[src/rtl/prio_arbiter.sv]
// prio_arbiter: N-way request arbiter with one registered grant slot.
// Fixed priority by default; define PRIO_ARBITER_RR_EN for round-robin.
module prio_arbiter #(
  parameter int N = 8,
  parameter int W = $clog2(N)
) (
  input  logic         clk,
  input  logic         rst,
  input  logic         en,
  input  logic [N-1:0] req,
  input  logic         gnt_ready,
  output logic         gnt_valid,
  output logic [W-1:0] gnt_idx,
  output logic [N-1:0] gnt_onehot
);

  logic         r_valid;
  logic [W-1:0] r_idx;
  logic         w_acc;
  logic         w_arb;
  logic [W-1:0] w_win;
  logic [N-1:0] w_oh;

  assign w_acc = r_valid & gnt_ready;
  assign w_arb = en & (|req) & (~r_valid | gnt_ready);

`ifdef PRIO_ARBITER_RR_EN
  logic [W-1:0] r_ptr;
  logic [W-1:0] w_ptr_eff;

  // An accept on this edge moves the pointer before the new search
  assign w_ptr_eff = w_acc ? r_idx : r_ptr;

  // Round-robin search: ptr-1 down to 0, then wrap N-1 down to ptr
  always_comb begin
    int k;
    w_win = '0;
    for (int i = N; i >= 1; i--) begin
      k = (int'(w_ptr_eff) + N - i) % N;
      if (req[k]) w_win = W'(k);
    end
  end

  // Pointer tracks the index of the last accepted grant
  always_ff @(posedge clk) begin
    if (rst) r_ptr <= '0;
    else if (w_acc) r_ptr <= r_idx;
  end
`else
  // Fixed priority: highest set request index wins
  always_comb begin
    w_win = '0;
    for (int i = 0; i < N; i++) begin
      if (req[i]) w_win = W'(i);
    end
  end
`endif

  // Grant slot: load on arbitration, clear on accept without reload
  always_ff @(posedge clk) begin
    if (rst) begin
      r_valid <= 1'b0;
      r_idx   <= '0;
    end else if (w_arb) begin
      r_valid <= 1'b1;
      r_idx   <= w_win;
    end else if (w_acc) begin
      r_valid <= 1'b0;
      r_idx   <= '0;
    end
  end

  // One-hot decode of the held grant, zero when idle
  always_comb begin
    w_oh = '0;
    if (r_valid) w_oh[r_idx] = 1'b1;
  end

  assign gnt_valid  = r_valid;
  assign gnt_idx    = r_idx;
  assign gnt_onehot = w_oh;

endmodule

[config.mk]
export PLATFORM = sky130hd
export DESIGN_NAME = prio_arbiter
export DESIGN_NICKNAME = d
export VERILOG_FILES = /design/src/rtl/prio_arbiter.sv
export SDC_FILE = /design/constraint.sdc
export NUM_CORES = 1
export LEC_CHECK = 0
export ABC_AREA = 1
export BUFFER_PORTS_ARGS = -buffer_cell sky130_fd_sc_hd__buf_2
export CORE_AREA = 2 2 39 41
export CTS_BUF_LIST = sky130_fd_sc_hd__clkbuf_8
export CTS_CLUSTER_SIZE = 16
export DETAILED_ROUTE_END_ITERATION = 6
export DIE_AREA = 0 0 41 43
export HOLD_SLACK_MARGIN = 0.03
export PLACE_DENSITY = 0.62
export SYNTH_ARGS = -nofsm -noshare
export SYNTH_HDL_FRONTEND = slang
export SYNTH_SLANG_ARGS = --single-unit
export TNS_END_PERCENT = 30
[constraint.sdc]
create_clock -name clk -period 1.8 [get_ports clk]
set_clock_uncertainty 0.2 [all_clocks]
set_input_delay 0.09 -clock clk [delete_from_list [all_inputs] [get_ports clk]]
set_output_delay 0.09 -clock clk [all_outputs]
set_load 0.03 [all_outputs]
## Word-level counts from Yosys, hierarchy flattened

Cells that the tools add are included.

| operators by class | value |
|---|---|
| reduce and logical (&&, ||, !) cells | 3 |
| order comparisons | 2 |
| bitwise gates (word level) | 5 |
| mux-type cells | 14 |

Operator list:

| cell | count |
|---|---|
| two-way mux 3 bit | 7 |
| two-way mux 8 bit | 1 |
| OR reduction 8 bit | 1 |
| < comparator 3 x 4 -> 1 bit, second input constant | 1 |
| two-way mux 1 bit | 4 |
| AND 1 bit | 3 |
| demux 1 bit (select 3 bit) | 1 |
| >= comparator 3 x 1 -> 1 bit, second input constant | 1 |
| two-way mux 2 bit | 1 |
| nonzero test 2 bit | 1 |
| logical AND 1 bit | 1 |
| inverter 1 bit | 1 |
| OR 1 bit | 1 |

| word-level totals | value |
|---|---|
| output and inout port bits | 12 |
| word-level logic and storage cells | 26 |
| register bits | 4 |

## Depth between registers and ports, before layout

| depth | value |
|---|---|
| depth in word-level cells | 8 |
| mapped depth | 9 |

## Worst setup path after synthesis

OpenSTA, ideal clock, no wires.

| timing | value |
|---|---|
| kind | reg2out |
| start point | register r_valid, in the netlist gnt_valid |
| end point | output port gnt_onehot[0] |
| arrival | 1341 ps |
| stages on the path, launching flop included | 4 |
| buffers on the path | 0 |
| setup slack | 169 ps |
| cells stage by stage | dfxtp_1 inv_1 or2_2 nor2_1 |

| between the ends | value |
|---|---|
| cells in the longest elaborated chain, start to end | 1 |

Ends and longest elaborated chain:

| item | RTL line | text |
|---|---|---|
| start: declaration | 17 | `logic r_valid;` |
| start signal: assignment | 62 | `r_valid <= 1'b0;` |
| start signal: assignment | 65 | `r_valid <= 1'b1;` |
| start signal: assignment | 68 | `r_valid <= 1'b0;` |
| two-way mux 8 bit | 76 | `if (r_valid) w_oh[r_idx] = 1'b1;` |
| end: declaration | 14 | `output logic [N-1:0] gnt_onehot` |

Every way passes these cells.

## Final worst setup path

| timing | value |
|---|---|
| start point | register r_valid, in the netlist gnt_valid |
| end point | register r_valid, in the netlist gnt_valid |

| between the ends | value |
|---|---|
| cells in the longest elaborated chain, start to end | 4 |
| elaborated cells between the ends (all ways) | 6 |

Ends and longest elaborated chain:

| item | RTL line | text |
|---|---|---|
| inverter 1 bit | 25 | `assign w_arb = en & (\|req) & (~r_valid \| gnt_ready);` |
| OR 1 bit | 25 |  |
| AND 1 bit | 25 |  |
| two-way mux 1 bit or nonzero test 2 bit (tied branches) | n/a |  |

Parallel ways exist; a longest one is shown, timed or not.
A chain may end at the register's enable or synchronous reset.

==> results.sh <==
export IMPL_status="finished clean"
export IMPL_fmax_ghz=0.610
export IMPL_layout_commonest_cell="buf_2"
export IMPL_fillerInstances=164
export IMPL_core_area_sq_um=1380
export IMPL_grt_pass1_wl_microns=1360
export IMPL_grt_use_met2_pct=17.2
export IMPL_die_area_sq_um=1760
export IMPL_drtIter0Drc=3
export IMPL_ff_latch_area_sq_um=80.1
export IMPL_dp_hpwl_microns=685
export IMPL_hold_violations=0
export IMPL_post_route_period_util_pct=91.0
export IMPL_critPathLaunchType="flop"
export IMPL_worstSkewPairLatency_ps=220
export IMPL_fp_dieH_microns=43
export IMPL_clk_path_buf_depth=2
export IMPL_ioPinCount=24
export IMPL_leakagePower_uw=0.000329
export IMPL_synth_area_mux_share_pct=0
export IMPL_synth_compound_area_share_pct=8.40
export IMPL_drive_gt1_share_pct=36.3
export IMPL_yosysWarnings=0
export IMPL_wl_per_cell_microns=7.64
export IMPL_syn_inst=60
export IMPL_gr_usage_all_layers_pct=11.9
export IMPL_gr_total_overflow=0
export IMPL_crit_fanout=4
export IMPL_ys_ff_latch=4
export IMPL_required_ps=1700
export IMPL_viasPerCell=4.21
export IMPL_grtUsageMet1_pct=11.9
export IMPL_synthXorXnorAreaFrac_pct=0
export IMPL_dp_cells=99
export IMPL_grt_max_degree=6
export IMPL_rows=14
export IMPL_synth_seq_area_share_pct=24.4
export IMPL_area_growth_pct=69.1
export IMPL_slew_violations=0
export IMPL_yosys_area_share_adder_pct=0
export IMPL_hold_slack_ps=38.9
export IMPL_cts_tree="done"
export IMPL_syn_avg_cell_area_sq_um=5.46
export IMPL_grt_pass1_vias=387
export IMPL_clkSlewWorstSetupHoldPaths_ps=30
export IMPL_dr_total_vias=451
export IMPL_htreeDepth=1
export IMPL_multi_input_area_sq_um=199
export IMPL_gp_congestion=0.778
export IMPL_cts_setup_buffers=0
export IMPL_rsz0062_at_grt="no"
export IMPL_fin_crit_ps=1640
export IMPL_fin_tns_setup_ps=0
export IMPL_stdcell_count=107
export IMPL_path_class="reg -> reg"
export IMPL_fin_ws_ps=161
export IMPL_arrival_ps=1540
export IMPL_initial_core_util_pct=23.7
export IMPL_synth_top_family_by_area="simple AND/OR/NAND/NOR gates"
export IMPL_hold_path_class="in -> reg"
export IMPL_p_per_area_nw_per_um2=700
export IMPL_yosys_area_share_simple_pct=52.3
export IMPL_relSlewSlack_pct=86.7
export IMPL_cts_root_buffer="clkbuf_8"
export IMPL_busiest_layer="met2"
export IMPL_layout_nets=105
export IMPL_grt_util_met3_pct=4.71
export IMPL_wirelength_microns=818
export IMPL_cts_num_sinks=4
export IMPL_peakVddDrop_mv=0.229
export IMPL_cp_end_kind="flop"
export IMPL_antenna_found_initial=0
export IMPL_r2r_slack_ps=160
export IMPL_cts_buffers=3
export IMPL_finalSetupViolations=0
export IMPL_final_cell_mix="buf_2 (23), nand2_1 (17), inv_1 (13), nor2_1 (11), dlygate4sd3_1 (5)"
export IMPL_numPortBuffers=23
export IMPL_syn_area_sq_um=328
export IMPL_ys_types=12
export IMPL_tightest_slew_ps=198
export IMPL_drc_errors=0
export IMPL_post_place_ws_ps=508
export IMPL_drtPass1Iterations=4
export IMPL_cap_viol_max_count=0
export IMPL_syn_nets=72
export IMPL_ant_nets=0
export IMPL_chipWidth_microns=41
export IMPL_n_antenna_cell=0
-- critical path: stages (launching register included) --
cell           delay (ps)
dfxtp_1               350
inv_1                  70
nor2_2                120
inv_1                  80
nand3_2               100
a21oi_1                70
dlygate4sd3_1         540
-- flip-flops by register name (all words and copies together) (netlist names) --
register	flops
gnt_idx	3
gnt_valid	1
-- report_power, final --
part | internal (uW) | total (uW) | switching [uW]
clock network | 142 | 185 | 43.3
registers | 96.3 | 103 | 6.86
logic | 39.8 | 99.4 | 59.6
total | 278 | 388 | 110
-- what timing repair did --
item | CTS | global route
hold endpoints to repair | 4 | 0
resized for setup | 0 | 0
setup endpoints to repair | 0 | 0
hold buffers | 5 | 0
-- logic make-up after synthesis --
| logic type | after synthesis |
|---|---|
| and+or+nand+nor | 38 |
| DFF | 4 |
| buffers and inverters | 13 |
| AOI/OAI and AO/OA | 5 |
-- per-stage QoR --
step	util, %	power [uW]	cell area, sq um
2_1_floorplan	-	162	328
4_1_cts	40.1	392	554
3_5_place_dp	33.5	196	463
3_3_place_gp	33.5	194	463
6_report	40.1	388	554
5_1_grt	40.1	413	554
-- synth_stat cells, drive strengths merged --
cell    n  area, sq um
nand2  18         70.1
nor2   14         60.1
inv    13         48.8
o31ai   1         7.51
dfxtp   4         80.1
nand3   4         25.0
a21oi   4         20.0
nor3    1         10.0
or2     1         6.26
-- area by class of cell --
type / count / share of cell area [%]
multi-input combinational: 43 / 35.9
timing repair buffer: 28 / 29.8
sequential: 4 / 14.4
inverter: 13 / 8.80
clock buffer: 3 / 7.45
tap: 16 / 3.61
-- worst paths after layout --
check,startpoint,to,cells past startpoint
worst min register to register,gnt_idx[0],gnt_idx[0],2
worst max-delay path,gnt_valid,gnt_valid,6
worst min-delay path,req[7],gnt_idx[0],5
worst max register to register,gnt_valid,gnt_valid,6
-- metal layers --
layer / part of all wire [%] / wire, microns / vias up
met5: 0 / 0 / -
met4: 1.3 / 11 / 0
met3: 11 / 92 / 2
met2: 48 / 389 / 27
met1: 40 / 325 / 182
li1: - / - / 240
Power figures use the tool's default switching activity.
